<file path="src/rtl/pipo_arb_pkg.sv">
// Shared types and constants for the round-robin PIPO register arbiter.
package pipo_arb_pkg;

    typedef enum logic [1:0] {
        IDLE = 2'd0,
        LOAD = 2'd1,
        HOLD = 2'd2
    } state_t;

    localparam int DEF_N        = 4;
    localparam int DEF_M        = 4;
    localparam int DEF_HOLD_CYC = 2;

    // Ceiling log2; returns 0 for values of 0 or 1.
    function automatic int clog2(input int value);
        int v;
        int r;
        r = 0;
        for (v = value - 1; v > 0; v = v >> 1) begin
            r = r + 1;
        end
        return r;
    endfunction

endpackage

</file>
<file path="src/rtl/pipo_reg_n.sv">
// N-bit parallel-in/parallel-out register with async active-low clear and load enable.
module pipo_reg_n #(
    parameter int N = 4
) (
    input  logic         i_clk,
    input  logic         i_rst_n,
    input  logic         i_en,
    input  logic [N-1:0] i_d,
    output logic [N-1:0] o_q
);

    logic [N-1:0] r_q;

    // Storage: cleared asynchronously, loaded when enabled.
    always_ff @(posedge i_clk or negedge i_rst_n) begin
        if (!i_rst_n) begin
            r_q <= {N{1'b0}};
        end else if (i_en) begin
            r_q <= i_d;
        end else begin
            r_q <= r_q;
        end
    end

    assign o_q = r_q;

endmodule

</file>
<file path="src/rtl/pipo_rr_arbiter.sv">
// Round-robin arbiter sequencing loads of M producers into one shared PIPO register,
// holding each loaded value stable for HOLD_CYC cycles before the next load.
module pipo_rr_arbiter
    import pipo_arb_pkg::*;
#(
    parameter int N        = DEF_N,
    parameter int M        = DEF_M,
    parameter int HOLD_CYC = DEF_HOLD_CYC
) (
    input  logic                  clk,
    input  logic                  rst,
    input  logic [M-1:0]          req,
    input  logic [M*N-1:0]        din,
    output logic [M-1:0]          gnt,
    output logic                  ld_en,
    output logic [N-1:0]          ld_data,
    output logic [N-1:0]          q,
    output logic [clog2(M)-1:0]   q_owner,
    output logic                  done,
    output logic                  busy
);

    localparam int SEL_W = clog2(M);
    localparam int CNT_W = (clog2(HOLD_CYC + 1) > 0) ? clog2(HOLD_CYC + 1) : 1;
    localparam logic [CNT_W-1:0] CNT_INIT = (HOLD_CYC > 0) ? CNT_W'(HOLD_CYC - 1) : {CNT_W{1'b0}};
    localparam logic [SEL_W-1:0] PTR_INIT = SEL_W'(M - 1);
    localparam logic [M-1:0]     ONE_M    = {{(M-1){1'b0}}, 1'b1};

    state_t             r_state;
    state_t             w_next_state;
    logic [SEL_W-1:0]   r_ptr;
    logic [SEL_W-1:0]   r_sel;
    logic [SEL_W-1:0]   r_q_owner;
    logic [SEL_W-1:0]   w_winner;
    logic [M-1:0]       r_gnt;
    logic [CNT_W-1:0]   r_cnt;
    logic               r_done;
    logic               w_load_ok;
    logic [N-1:0]       w_ld_data;
    logic [N-1:0]       w_q;

    // First requester after p in circular order; explicit modulo keeps non-power-of-2 M correct.
    function automatic logic [SEL_W-1:0] rr_pick(input logic [M-1:0] r, input logic [SEL_W-1:0] p);
        logic [SEL_W-1:0] pick;
        logic [SEL_W-1:0] cand;
        logic             found;
        pick  = p;
        found = 1'b0;
        for (int k = 1; k <= M; k++) begin
            cand = SEL_W'((int'(p) + k) % M);
            if (!found && r[cand]) begin
                pick  = cand;
                found = 1'b1;
            end
        end
        return pick;
    endfunction

    assign w_winner  = rr_pick(req, r_ptr);
    assign w_load_ok = (r_state == LOAD) && req[r_sel];

    // Word selection as an AND-OR mux over the packed producer slices.
    always_comb begin
        w_ld_data = {N{1'b0}};
        for (int i = 0; i < M; i++) begin
            w_ld_data = w_ld_data | (din[i*N +: N] & {N{r_sel == SEL_W'(i)}});
        end
    end

    // State register.
    always_ff @(posedge clk or negedge rst) begin
        if (!rst) begin
            r_state <= IDLE;
        end else begin
            r_state <= w_next_state;
        end
    end

    // Next-state logic; a withdrawn request aborts LOAD straight back to IDLE.
    always_comb begin
        w_next_state = r_state;
        case (r_state)
            IDLE: begin
                if (|req) begin
                    w_next_state = LOAD;
                end else begin
                    w_next_state = IDLE;
                end
            end
            LOAD: begin
                if (w_load_ok && (HOLD_CYC != 0)) begin
                    w_next_state = HOLD;
                end else begin
                    w_next_state = IDLE;
                end
            end
            HOLD: begin
                if (r_cnt == {CNT_W{1'b0}}) begin
                    w_next_state = IDLE;
                end else begin
                    w_next_state = HOLD;
                end
            end
            default: w_next_state = IDLE;
        endcase
    end

    // Grant, pointer, owner, hold counter and completion pulse.
    always_ff @(posedge clk or negedge rst) begin
        if (!rst) begin
            r_ptr     <= PTR_INIT;
            r_sel     <= {SEL_W{1'b0}};
            r_q_owner <= {SEL_W{1'b0}};
            r_gnt     <= {M{1'b0}};
            r_cnt     <= {CNT_W{1'b0}};
            r_done    <= 1'b0;
        end else begin
            r_done <= 1'b0;
            case (r_state)
                IDLE: begin
                    if (|req) begin
                        r_sel <= w_winner;
                        r_gnt <= ONE_M << w_winner;
                    end
                end
                LOAD: begin
                    r_gnt <= {M{1'b0}};
                    if (w_load_ok) begin
                        r_q_owner <= r_sel;
                        r_ptr     <= r_sel;
                        r_done    <= 1'b1;
                        r_cnt     <= CNT_INIT;
                    end
                end
                HOLD: begin
                    if (r_cnt != {CNT_W{1'b0}}) begin
                        r_cnt <= r_cnt - CNT_W'(1);
                    end
                end
                default: r_gnt <= {M{1'b0}};
            endcase
        end
    end

    pipo_reg_n #(
        .N (N)
    ) u_reg (
        .i_clk   (clk),
        .i_rst_n (rst),
        .i_en    (w_load_ok),
        .i_d     (w_ld_data),
        .o_q     (w_q)
    );

    assign gnt     = r_gnt;
    assign ld_en   = w_load_ok;
    assign ld_data = w_ld_data;
    assign q       = w_q;
    assign q_owner = r_q_owner;
    assign done    = r_done;
    assign busy    = (r_state != IDLE);

endmodule

</file>
<file path="config.mk">
export PLATFORM = sky130hd
export DESIGN_NAME = pipo_rr_arbiter
export DESIGN_NICKNAME = d
export VERILOG_FILES = /design/src/rtl/pipo_arb_pkg.sv /design/src/rtl/pipo_reg_n.sv /design/src/rtl/pipo_rr_arbiter.sv
export SDC_FILE = /design/constraint.sdc
export NUM_CORES = 1
export LEC_CHECK = 0
export BUFFER_PORTS_ARGS = -buffer_cell sky130_fd_sc_hd__buf_2
export CAP_MARGIN = 10
export CORE_UTILIZATION = 54
export CTS_BUF_LIST = sky130_fd_sc_hd__clkbuf_4 sky130_fd_sc_hd__clkbuf_8
export DETAILED_ROUTE_END_ITERATION = 8
export GPL_ROUTABILITY_DRIVEN = 0
export GPL_TIMING_DRIVEN = 0
export PLACE_DENSITY_LB_ADDON = 0.2
export SYNTH_ARGS = -nofsm -noshare
export SYNTH_HDL_FRONTEND = slang
export SYNTH_SLANG_ARGS = --single-unit
</file>
<file path="constraint.sdc">
create_clock -name clk -period 3.42 [get_ports clk]
set_input_delay 0.684 -clock clk [delete_from_list [all_inputs] [get_ports clk]]
set_output_delay 0.684 -clock clk [all_outputs]
set_load 0.1 [all_outputs]
</file>
==> metrics.log, run 1 <==
INFO  metric synthDistinctLibCells = 31
INFO  metric mostFrequentLayoutCells = sky130_fd_sc_hd__buf_2 (38), sky130_fd_sc_hd__dfrtp_1 (17), sky130_fd_sc_hd__mux2_4 (8), sky130_fd_sc_hd__inv_1 (6)
INFO  metric setup_ws = roughly 750 ps
INFO  metric floorplan.initialDensity = between 50 and 60%
INFO  metric synth_ff_type = sky130_fd_sc_hd__dfrtp_1
INFO  metric cts_setup_buffers = 0
INFO  metric final.setup.tns = 0 ps
INFO  metric synth_fp_nets = 100
INFO  metric crit_arrival = roughly 2000 ps
INFO  metric synth-xor-area-share = 0%
INFO  metric placed_cell_area = 0.001250 mm²
INFO  metric routed-via-count = roughly 800
INFO  metric path_max_fanout = 10
INFO  metric synth_enable_flop_cells = 0
INFO  metric post_synth_fa_ha_maj_area_fraction = 1.217%
INFO  metric tritoncts = yes
INFO  metric synth.yosys.seq_area_share = 46.47%
INFO  metric cts_root_buffer = sky130_fd_sc_hd__clkbuf_4
INFO  metric firstDrtPassIters = 4
INFO  metric cts_hold_repair.buffers = 0
INFO  metric routedWlPerCell = 14.47 µm
INFO  metric die_area = 0.002083 mm²
INFO  metric synth_top_cells_by_area = sky130_fd_sc_hd__dfrtp_1 (41%), sky130_fd_sc_hd__mux2_4 (12%), sky130_fd_sc_hd__mux4_1 (10%), sky130_fd_sc_hd__dfstp_2 (5.1%), sky130_fd_sc_hd__nand2b_1 (2.4%)
INFO  metric detailed_place_hpwl = 1.582 mm
INFO  metric tritoncts_num_sinks = 19
INFO  metric routed_via_density = 5.542
INFO  metric initial_antenna_violation_count = 0
INFO  metric io_buffers = 38
INFO  metric min-delay-path-class = in2async
INFO  metric max_slew_headroom = 67.61%
INFO  metric routed_wirelength = 2.084 mm
INFO  metric fin_worst_skew = about 2.8 ps
INFO  metric synthesized_area_fraction_occupied_by_ao_oa_aoi_and_oai_cells = about 14%
INFO  metric synth_top_cell_by_area = sky130_fd_sc_hd__dfrtp_1
INFO  metric setup_viol_count_final = 0
INFO  metric final_layout_size_suffix_gt1_share = 49.58%
INFO  metric criticalPathCategory = reg2out
INFO  metric ys_ff_latch = 19
INFO  metric io_pins = 39
INFO  metric route.antenna.remaining_nets = 0
INFO  metric tightestPinTransition = 489.3 ps
INFO  metric critical_path.endpoint_type = output pin
INFO  metric stdcell_area = about 0.0013 mm²
INFO  metric ctsHtreeMaxLevel = 1
INFO  metric max-clock-path-buffers = 2
INFO  metric synthCells = 77
INFO  metric synthesis.area = 0.001028 mm²
INFO  metric cp_data_required_time = approximately 2700 ps
INFO  metric post_route_drc = 0
INFO  metric max_freq = 0.3746 GHz
INFO  metric fp.dieW = between 40 and 50 µm
INFO  metric layout_commonest_cell = sky130_fd_sc_hd__buf_2
INFO  metric final.min_clock_period = 2669 ps
INFO  metric synthMuxAreaShare = between 20% and 30%
INFO  metric grt_first_pass_wirelength = 3.256 mm
INFO  metric syn-mean-instance-area = 13.36 µm²
INFO  metric worst-r2r-cell-count = 5
INFO  metric cp-start-kind = flop
INFO  metric r2r_setup_slk = 1710 ps
INFO  metric syn_to_final_growth = 24.45%
INFO  metric placed_cells = 140
INFO  metric grt_pass1_vias = 750
INFO  metric overall_die_height = 45.64 µm
INFO  metric ys_async_sr_fraction = 100.0%
INFO  metric grt_setup_unrepaired = no
INFO  metric synth.top_cell.area_share = 41.36%
INFO  metric preCtsSetupSlack = 807.1 ps
INFO  metric grt_max_degree = 20
INFO  metric grt_total_usage = 22.78%
INFO  metric gr-total-overflow = 0
INFO  metric num_antenna_cells = 0
INFO  metric filler_cell_count = 150
INFO  metric cts-resized-gates = 0
INFO  metric r2r-end = u_reg.o_q[0]
INFO  metric maxCapViolCount = 0
INFO  metric std_cell_rows = 15
INFO  metric maxSlewViolCount = 0
INFO  metric r2r-start = r_sel[0]
INFO  metric run_status = finished, final reports clean
INFO  metric final_min_period_over_clock_period = 78.05%
INFO  metric yosys_warnings = 0
INFO  metric finish.net_count = 143
INFO  metric synth_top_family_by_area = multiplexers
INFO  metric clk_latency_worst_skew_pair = 290 ps
INFO  metric post_synth_simple_gate_area = 10.22%
INFO  metric first_iter_violations = 20
INFO  metric tritoncts.num_buffers = 3
INFO  metric fin_cells = between 100 and 150
INFO  metric design.core.area = 0.001764 mm²
INFO  metric hold_viol = 0
INFO  metric cts.clk_slew.worst_paths = 100 ps
[layout make-up]
| type | count | area [µm²] | share of cell area [%] |
|---|---|---|---|
| Multi-Input combinational cell | 49 | 504.2 | 39.39 |
| Sequential cell | 19 | 478.0 | 37.34 |
| Timing Repair Buffer | 38 | 190.2 | 14.86 |
| Tap cell | 25 | 31.28 | 2.444 |
| Clock buffer | 4 | 30.03 | 2.346 |
| Buffer | 3 | 23.77 | 1.857 |
| Inverter | 6 | 22.52 | 1.760 |
[synth_stat cells (2+ instances only)]
master	instances
sky130_fd_sc_hd__dfrtp_1	17
sky130_fd_sc_hd__mux2_4	8
sky130_fd_sc_hd__inv_1	6
sky130_fd_sc_hd__mux4_1	4
sky130_fd_sc_hd__nand2b_1	4
sky130_fd_sc_hd__nor2_1	4
sky130_fd_sc_hd__o21ai_0	4
sky130_fd_sc_hd__a21oi_1	3
sky130_fd_sc_hd__a22o_1	2
sky130_fd_sc_hd__a32o_1	2
sky130_fd_sc_hd__dfstp_2	2
sky130_fd_sc_hd__nand2_1	2
[critical path: stages (launching register included)]
cell and delay (ps):
sky130_fd_sc_hd__dfrtp_1 380, sky130_fd_sc_hd__buf_6 140, sky130_fd_sc_hd__mux4_2 330, sky130_fd_sc_hd__nor2b_4 220, sky130_fd_sc_hd__nand2_8 120, sky130_fd_sc_hd__inv_1 80, sky130_fd_sc_hd__buf_2 420
[state kept, by name (all words and copies together) (netlist names)]
| register | count |
|---|---|
| done | 1 |
| gnt | 4 |
| q_owner | 2 |
| r_cnt | 2 |
| r_ptr | 2 |
| r_sel | 2 |
| r_state | 2 |
| u_reg.o_q | 4 |
[metrics by stage]
step | hold slack (ps) | utilization [%]
after CTS | 313.4 | 72.55
after detailed placement | 481.4 | 70.85
after global placement | 472.9 | 70.85
after floorplan | 388.4 | -
after global routing | 329.8 | 72.55
final | 313.4 | 72.55
[worst max-delay path by stage]
| stage | from | to | slack, ps |
|---|---|---|---|
| final | r_sel[0] | ld_en | 750 |
| after global routing | r_sel[0] | ld_en | 670 |
| after CTS | r_sel[0] | ld_en | 730 |
| after detailed placement | req[3] | ld_en | 810 |
| after global placement | req[3] | ld_en | 830 |
| after floorplan | req[1] | ld_en | 920 |
[per-layer routing]
metal,track usage [%],wire (µm)
met1,25.33,843
met2,41.43,1155
met3,7.143,78
met4,6.061,6
met5,0,0
[cells by family (layout without fill, tap and decap cells)]
kind of cell / count (synthesis) / in the layout
AND/OR/NAND/NOR: 16 / 16
AO/OA/AOI/OAI: 19 / 19
buffers and inverters: 9 / 51
multiplexers: 13 / 13
adder cells (fa/ha/maj): 1 / 1
flip-flops: 19 / 19
Power of run 1 is not shown: default switching activity piles up to over one toggle a cycle in this logic, so the estimate is an artifact.
==> run 2: changes to the inputs <==
CORE_UTILIZATION = 45   (was 54)
clock period = 2.3 ns   (was 3.42 ns; I/O delays follow)
==> run 2 against run 1 <==
Net effect:
- via count is 3.3% lower
- design area up 1.6%
- non-clock buffer count increased by 1
- hold slack got worse by 230 ps
- wire length is 7.9% lower
- register-to-register slack lost 1200 ps
- critical path type unchanged
==> metrics.log, run 2 (synthesis gave the netlist of run 1 again) <==
INFO  metric hold_viol = 0
INFO  metric finalHoldWorstSlack = 83.32 ps
INFO  metric max_freq = about 0.46 GHz
INFO  metric initial_antenna_violation_count = 0
INFO  metric critPathTopFamily = multiplexers
INFO  metric fp.dieW = 49.81 µm
INFO  metric r2r-start = r_sel[0]
INFO  metric tritoncts_num_sinks = 19
INFO  metric mostFrequentLayoutCells = sky130_fd_sc_hd__buf_2 (37), sky130_fd_sc_hd__dfrtp_1 (17), sky130_fd_sc_hd__mux2_4 (8), sky130_fd_sc_hd__inv_1 (6)
INFO  metric finish.net_count = roughly 140
INFO  metric syn_to_final_growth = 26.40%
INFO  metric routed_via_density = ~5.3
INFO  metric run_status = finished, final reports clean
INFO  metric sequential_standard_cell_area = 478.0 µm²
INFO  metric num_antenna_cells = 0
INFO  metric grt_setup_unrepaired = no
INFO  metric criticalPathCategory = reg2out
INFO  metric tritoncts = yes
INFO  metric fin_worst_skew = 2.695 ps
INFO  metric cp_data_required_time = approximately 1800 ps
INFO  metric first_element_of_the_critical_path = r_sel[0]
INFO  metric tritoncts.num_buffers = 3
INFO  metric grt_total_usage = between 10% and 20%
INFO  metric multi_input_area = 504.2 µm²
INFO  metric worst_path_max_delay_cell = sky130_fd_sc_hd__mux4_2
INFO  metric cts_root_buffer = sky130_fd_sc_hd__clkbuf_4
INFO  metric placed_cell_area = 0.001252 mm²
INFO  metric min-delay-path-class = in2async
INFO  metric critPathBufInv = 3
INFO  metric layout_commonest_cell = sky130_fd_sc_hd__buf_2
INFO  metric route.antenna.remaining_nets = 0
INFO  metric cts_hold_repair.buffers = 0
INFO  metric routedWlPerCell = 13.05 µm
INFO  metric final_min_period_over_clock_period = between 90% and 100%
INFO  metric maxSlewViolCount = 0
INFO  metric die_area = 0.002481 mm²
INFO  metric crit_arrival = 1730 ps
INFO  metric firstDrtPassIters = 4
INFO  metric cp-start-kind = flop
INFO  metric overall_die_height = 49.81 µm
INFO  metric routed-via-count = 772
INFO  metric critical_path.max_stage_delay = 500 ps
INFO  metric post_route_drc = 0
INFO  metric routed_wirelength = 1.919 mm
INFO  metric floorplan.initialDensity = between 40% and 50%
INFO  metric io_buffers = 38
INFO  metric max_slew_headroom = between 60% and 70%
INFO  metric final.min_clock_period = 2193 ps
INFO  metric grt_first_pass_wirelength = roughly 3.2 mm
INFO  metric grt_max_degree = 20
INFO  metric gr-total-overflow = 0
INFO  metric tightestPinTransition = approximately 490 ps
INFO  metric grt_pass1_vias = 769
INFO  metric design.core.area = between 0.002 and 0.0025 mm²
INFO  metric max-clock-path-buffers = 2
INFO  metric maxCapViolCount = 0
INFO  metric first_iter_violations = 6
INFO  metric path_max_fanout = 8
INFO  metric stdcell_area = 0.001300 mm²
INFO  metric setup_viol_count_final = 0
INFO  metric critical_path.endpoint_type = output pin
INFO  metric final_layout_size_suffix_gt1_share = 50.00%
INFO  metric io_pins = 39
INFO  metric detailed_place_hpwl = 1.448 mm
INFO  metric final.setup.tns = 0 ps
INFO  metric filler_cell_count = 168
INFO  metric worstPathCellList = buf_6, mux4_2, nor2b_4, nand2_8, inv_1, buf_8
INFO  metric std_cell_rows = 16
INFO  metric clk_latency_worst_skew_pair = 290 ps
INFO  metric ctsHtreeMaxLevel = 1
INFO  metric cts.clk_slew.worst_paths = 100 ps
## run 2: final timing paths
| kind | endpoint | slack (ps) | cells past startpoint |
|---|---|---|---|
| max | ld_en | 110 | 6 |
| min | r_cnt[0] | 80 | 1 |
| max reg2reg | q_owner[1] | 470 | 6 |
| min reg2reg | gnt[1] | 510 | 1 |
| max in group asynchronous | r_ptr[0] | 1890 | 1 |
| min in group clk | gnt[1] | 510 | 1 |
## run 2: stage by stage
step / setup WS (ps) / std cells / util, %
final: 106.8 / 147 / 63.05
after floorplan: 120.4 / 77 / -
after detailed placement: 148.8 / 142 / 60.74
after global placement: 151.1 / 142 / 60.74
after CTS: 92.00 / 147 / 63.05
after global routing: 8.809 / 147 / 63.05
## run 2: timing repair
item | 4_1_cts | 5_1_grt
endpoints found under the setup margin | 1 | 0
buffers inserted | 1 | 0
resized for setup | 3 | 0
## run 2: layer usage
metal	GRT usage [%]	routed length [µm]	vias to the layer above
met3	4.630	80	2
li1	-	-	376
met1	19.24	817	378
met5	0	0	-
met4	4.286	15	0
met2	31.53	1005	16
## run 2: area by class of cell
cell class | instances | share of cell area [%]
Buffer | 3 | 1.829
Tap cell | 27 | 2.599
Multi-Input combinational cell | 49 | 38.79
Sequential cell | 19 | 36.77
Inverter | 6 | 1.732
Clock buffer | 4 | 2.310
Timing Repair Buffer | 39 | 15.98
Power of run 2 is left out for the same reason.
==> run 3: changes to the inputs <==
TNS_END_PERCENT = 5   (was default)
clock period = 1.9 ns   (was 2.3 ns; I/O delays follow)
==> run 3 against run 2 <==
Net effect:
- the flow now finishes with violations (negative setup slack)
- global-route usage grew 3.0 points
- sequential cell count is the same
- cell count grew 2.0%
- highest routed layer unchanged
==> metrics.log, run 3 (synthesis gave the netlist of run 1 again) <==
INFO  metric run_status = complete, but fails checks
INFO  metric failed_checks = negative setup slack
INFO  metric setup_viol_count_final = 5
INFO  metric std_cell_rows = 16
INFO  metric cp-start-kind = flop
INFO  metric tightestPinTransition = just under 500 ps
INFO  metric cp_data_required_time = 1520 ps
INFO  metric syn_to_final_growth = 31.87%
INFO  metric r2r-start = r_sel[0]
INFO  metric overall_die_height = 49.81 µm
INFO  metric hold_viol = 0
INFO  metric routed-via-count = 778
INFO  metric first_element_of_the_critical_path = r_sel[0]
INFO  metric max_freq = 0.4737 GHz
INFO  metric route.antenna.remaining_nets = 0
INFO  metric finish.net_count = 147
INFO  metric criticalPathCategory = reg2out
INFO  metric maxSlewViolCount = 0
INFO  metric crit_cells = 6
INFO  metric routedWlPerCell = ~15 µm
INFO  metric sequential_standard_cell_area = 478.0 µm²
INFO  metric maxCapViolCount = 0
INFO  metric routed_wirelength = ~2.2 mm
INFO  metric grt_total_usage = 20.11%
INFO  metric worstPathCellList = buf_6, mux4_2, nor2b_4, nand2_8, clkinvlp_4, buf_12
INFO  metric finalHoldWorstSlack = between 1 and 1.5 ps
INFO  metric cts_root_buffer = sky130_fd_sc_hd__clkbuf_4
INFO  metric r2r-end = q_owner[0]
INFO  metric tritoncts_num_sinks = 19
INFO  metric num_antenna_cells = 0
INFO  metric critPathBufInv = 3
INFO  metric clk_latency_worst_skew_pair = 290 ps
INFO  metric post_route_drc = 0
INFO  metric r2r_setup_slk = 100 ps
INFO  metric grt_max_degree = 20
INFO  metric min-delay-path-class = in2async
INFO  metric worst_path_max_delay_cell = sky130_fd_sc_hd__mux4_2
INFO  metric path_max_fanout = 4
INFO  metric multi_input_area = approximately 500 µm²
INFO  metric critical_path.endpoint = ld_en
INFO  metric final_layout_size_suffix_gt1_share = 52.03%
INFO  metric io_buffers = 38
INFO  metric tritoncts = yes
INFO  metric setup_ws = -211.1 ps
INFO  metric design.core.area = 0.002062 mm²
INFO  metric final_min_period_over_clock_period = 111.1%
INFO  metric grt_pass1_vias = 809
INFO  metric tritoncts.num_buffers = 3
INFO  metric routed_via_density = 5.187
INFO  metric grt_first_pass_wirelength = between 3 and 4 mm
INFO  metric gr-total-overflow = 0
INFO  metric worst-r2r-cell-count = 6
INFO  metric max_slew_headroom = 67.40%
INFO  metric mostFrequentLayoutCells = sky130_fd_sc_hd__buf_2 (33), sky130_fd_sc_hd__dfrtp_1 (17), sky130_fd_sc_hd__mux2_4 (8)
INFO  metric layout_commonest_cell = sky130_fd_sc_hd__buf_2
INFO  metric grt_setup_unrepaired = yes
INFO  metric critPathTopFamily = multiplexers
INFO  metric filler_cell_count = 172
INFO  metric die_area = 0.002481 mm²
INFO  metric critical_path.max_stage_delay = 480 ps
INFO  metric crit_arrival = 1730 ps
INFO  metric final.min_clock_period = ~2100 ps
INFO  metric initial_antenna_violation_count = 0
INFO  metric ctsHtreeMaxLevel = 1
INFO  metric fin_worst_skew = 5.727 ps
INFO  metric firstDrtPassIters = 4
INFO  metric critical_path.endpoint_type = output pin
INFO  metric detailed_place_hpwl = 1.606 mm
INFO  metric io_pins = 39
INFO  metric max-clock-path-buffers = 2
INFO  metric first_iter_violations = 12
INFO  metric floorplan.initialDensity = 49.88%
INFO  metric cts.clk_slew.worst_paths = about 110 ps
INFO  metric fp.dieW = 49.81 µm
[run 3: final cells by class]
type | instances | area share [%]
timing repair buffer | 42 | 19.19
inverter | 6 | 1.937
tap | 27 | 2.491
multi-input combinational | 49 | 37.18
sequential | 19 | 35.24
buffer | 3 | 1.753
clock buffer | 4 | 2.214
[run 3: layer usage]
| metal | vias to the layer above | part of all wire, % | global-route usage (%) | wire, µm |
|---|---|---|---|---|
| li1 | 378 | - | - | - |
| met1 | 379 | 42 | 23.90 | 910 |
| met2 | 19 | 53 | 35.14 | 1164 |
| met3 | 2 | 4.1 | 6.173 | 89 |
| met4 | 0 | 0.55 | 4.762 | 12 |
| met5 | - | 0 | 0 | 0 |
[run 3: what timing repair did]
item,4_1_cts,5_1_grt
pin swaps,1,0
endpoints found under the hold margin,0,0
hold buffers,0,0
endpoints found under the setup margin,5,5
cloned,0,0
buffers inserted,2,2
gates resized for setup,12,0
[run 3: metrics by stage]
stage / cell area (µm²) / instances / setup slack (ps) / util, % / setup TNS, ps
floorplan: 1032 / 77 / -118.0 / - / -618.1
global placement: 1256 / 142 / -138.3 / 60.92 / -138.3
detailed placement: 1256 / 142 / -144.5 / 60.92 / -144.5
CTS: 1341 / 148 / -253.7 / 65.05 / -566.8
global route: 1356 / 150 / -289.8 / 65.78 / -1163
finish: 1356 / 150 / -211.1 / 65.78 / -851.4
[run 3: worst min-delay path by stage]
stage / end / depth (start not counted)
2_1_floorplan: done / 0
3_3_place_gp: r_state[1] / 1
3_5_place_dp: r_cnt[1] / 1
4_1_cts: r_cnt[1] / 1
5_1_grt: r_state[1] / 1
6_report: r_cnt[1] / 1
[run 3: worst reg2reg max path, delay by kind of cell (launching register included)]
| family | cells | cell delay [ps] |
|---|---|---|
| buffers and inverters | 2 | 320 |
| flip-flops | 1 | 350 |
| multiplexers | 2 | 800 |
| AND/OR/NAND/NOR | 2 | 230 |
Power of run 3 is left out for the same reason.
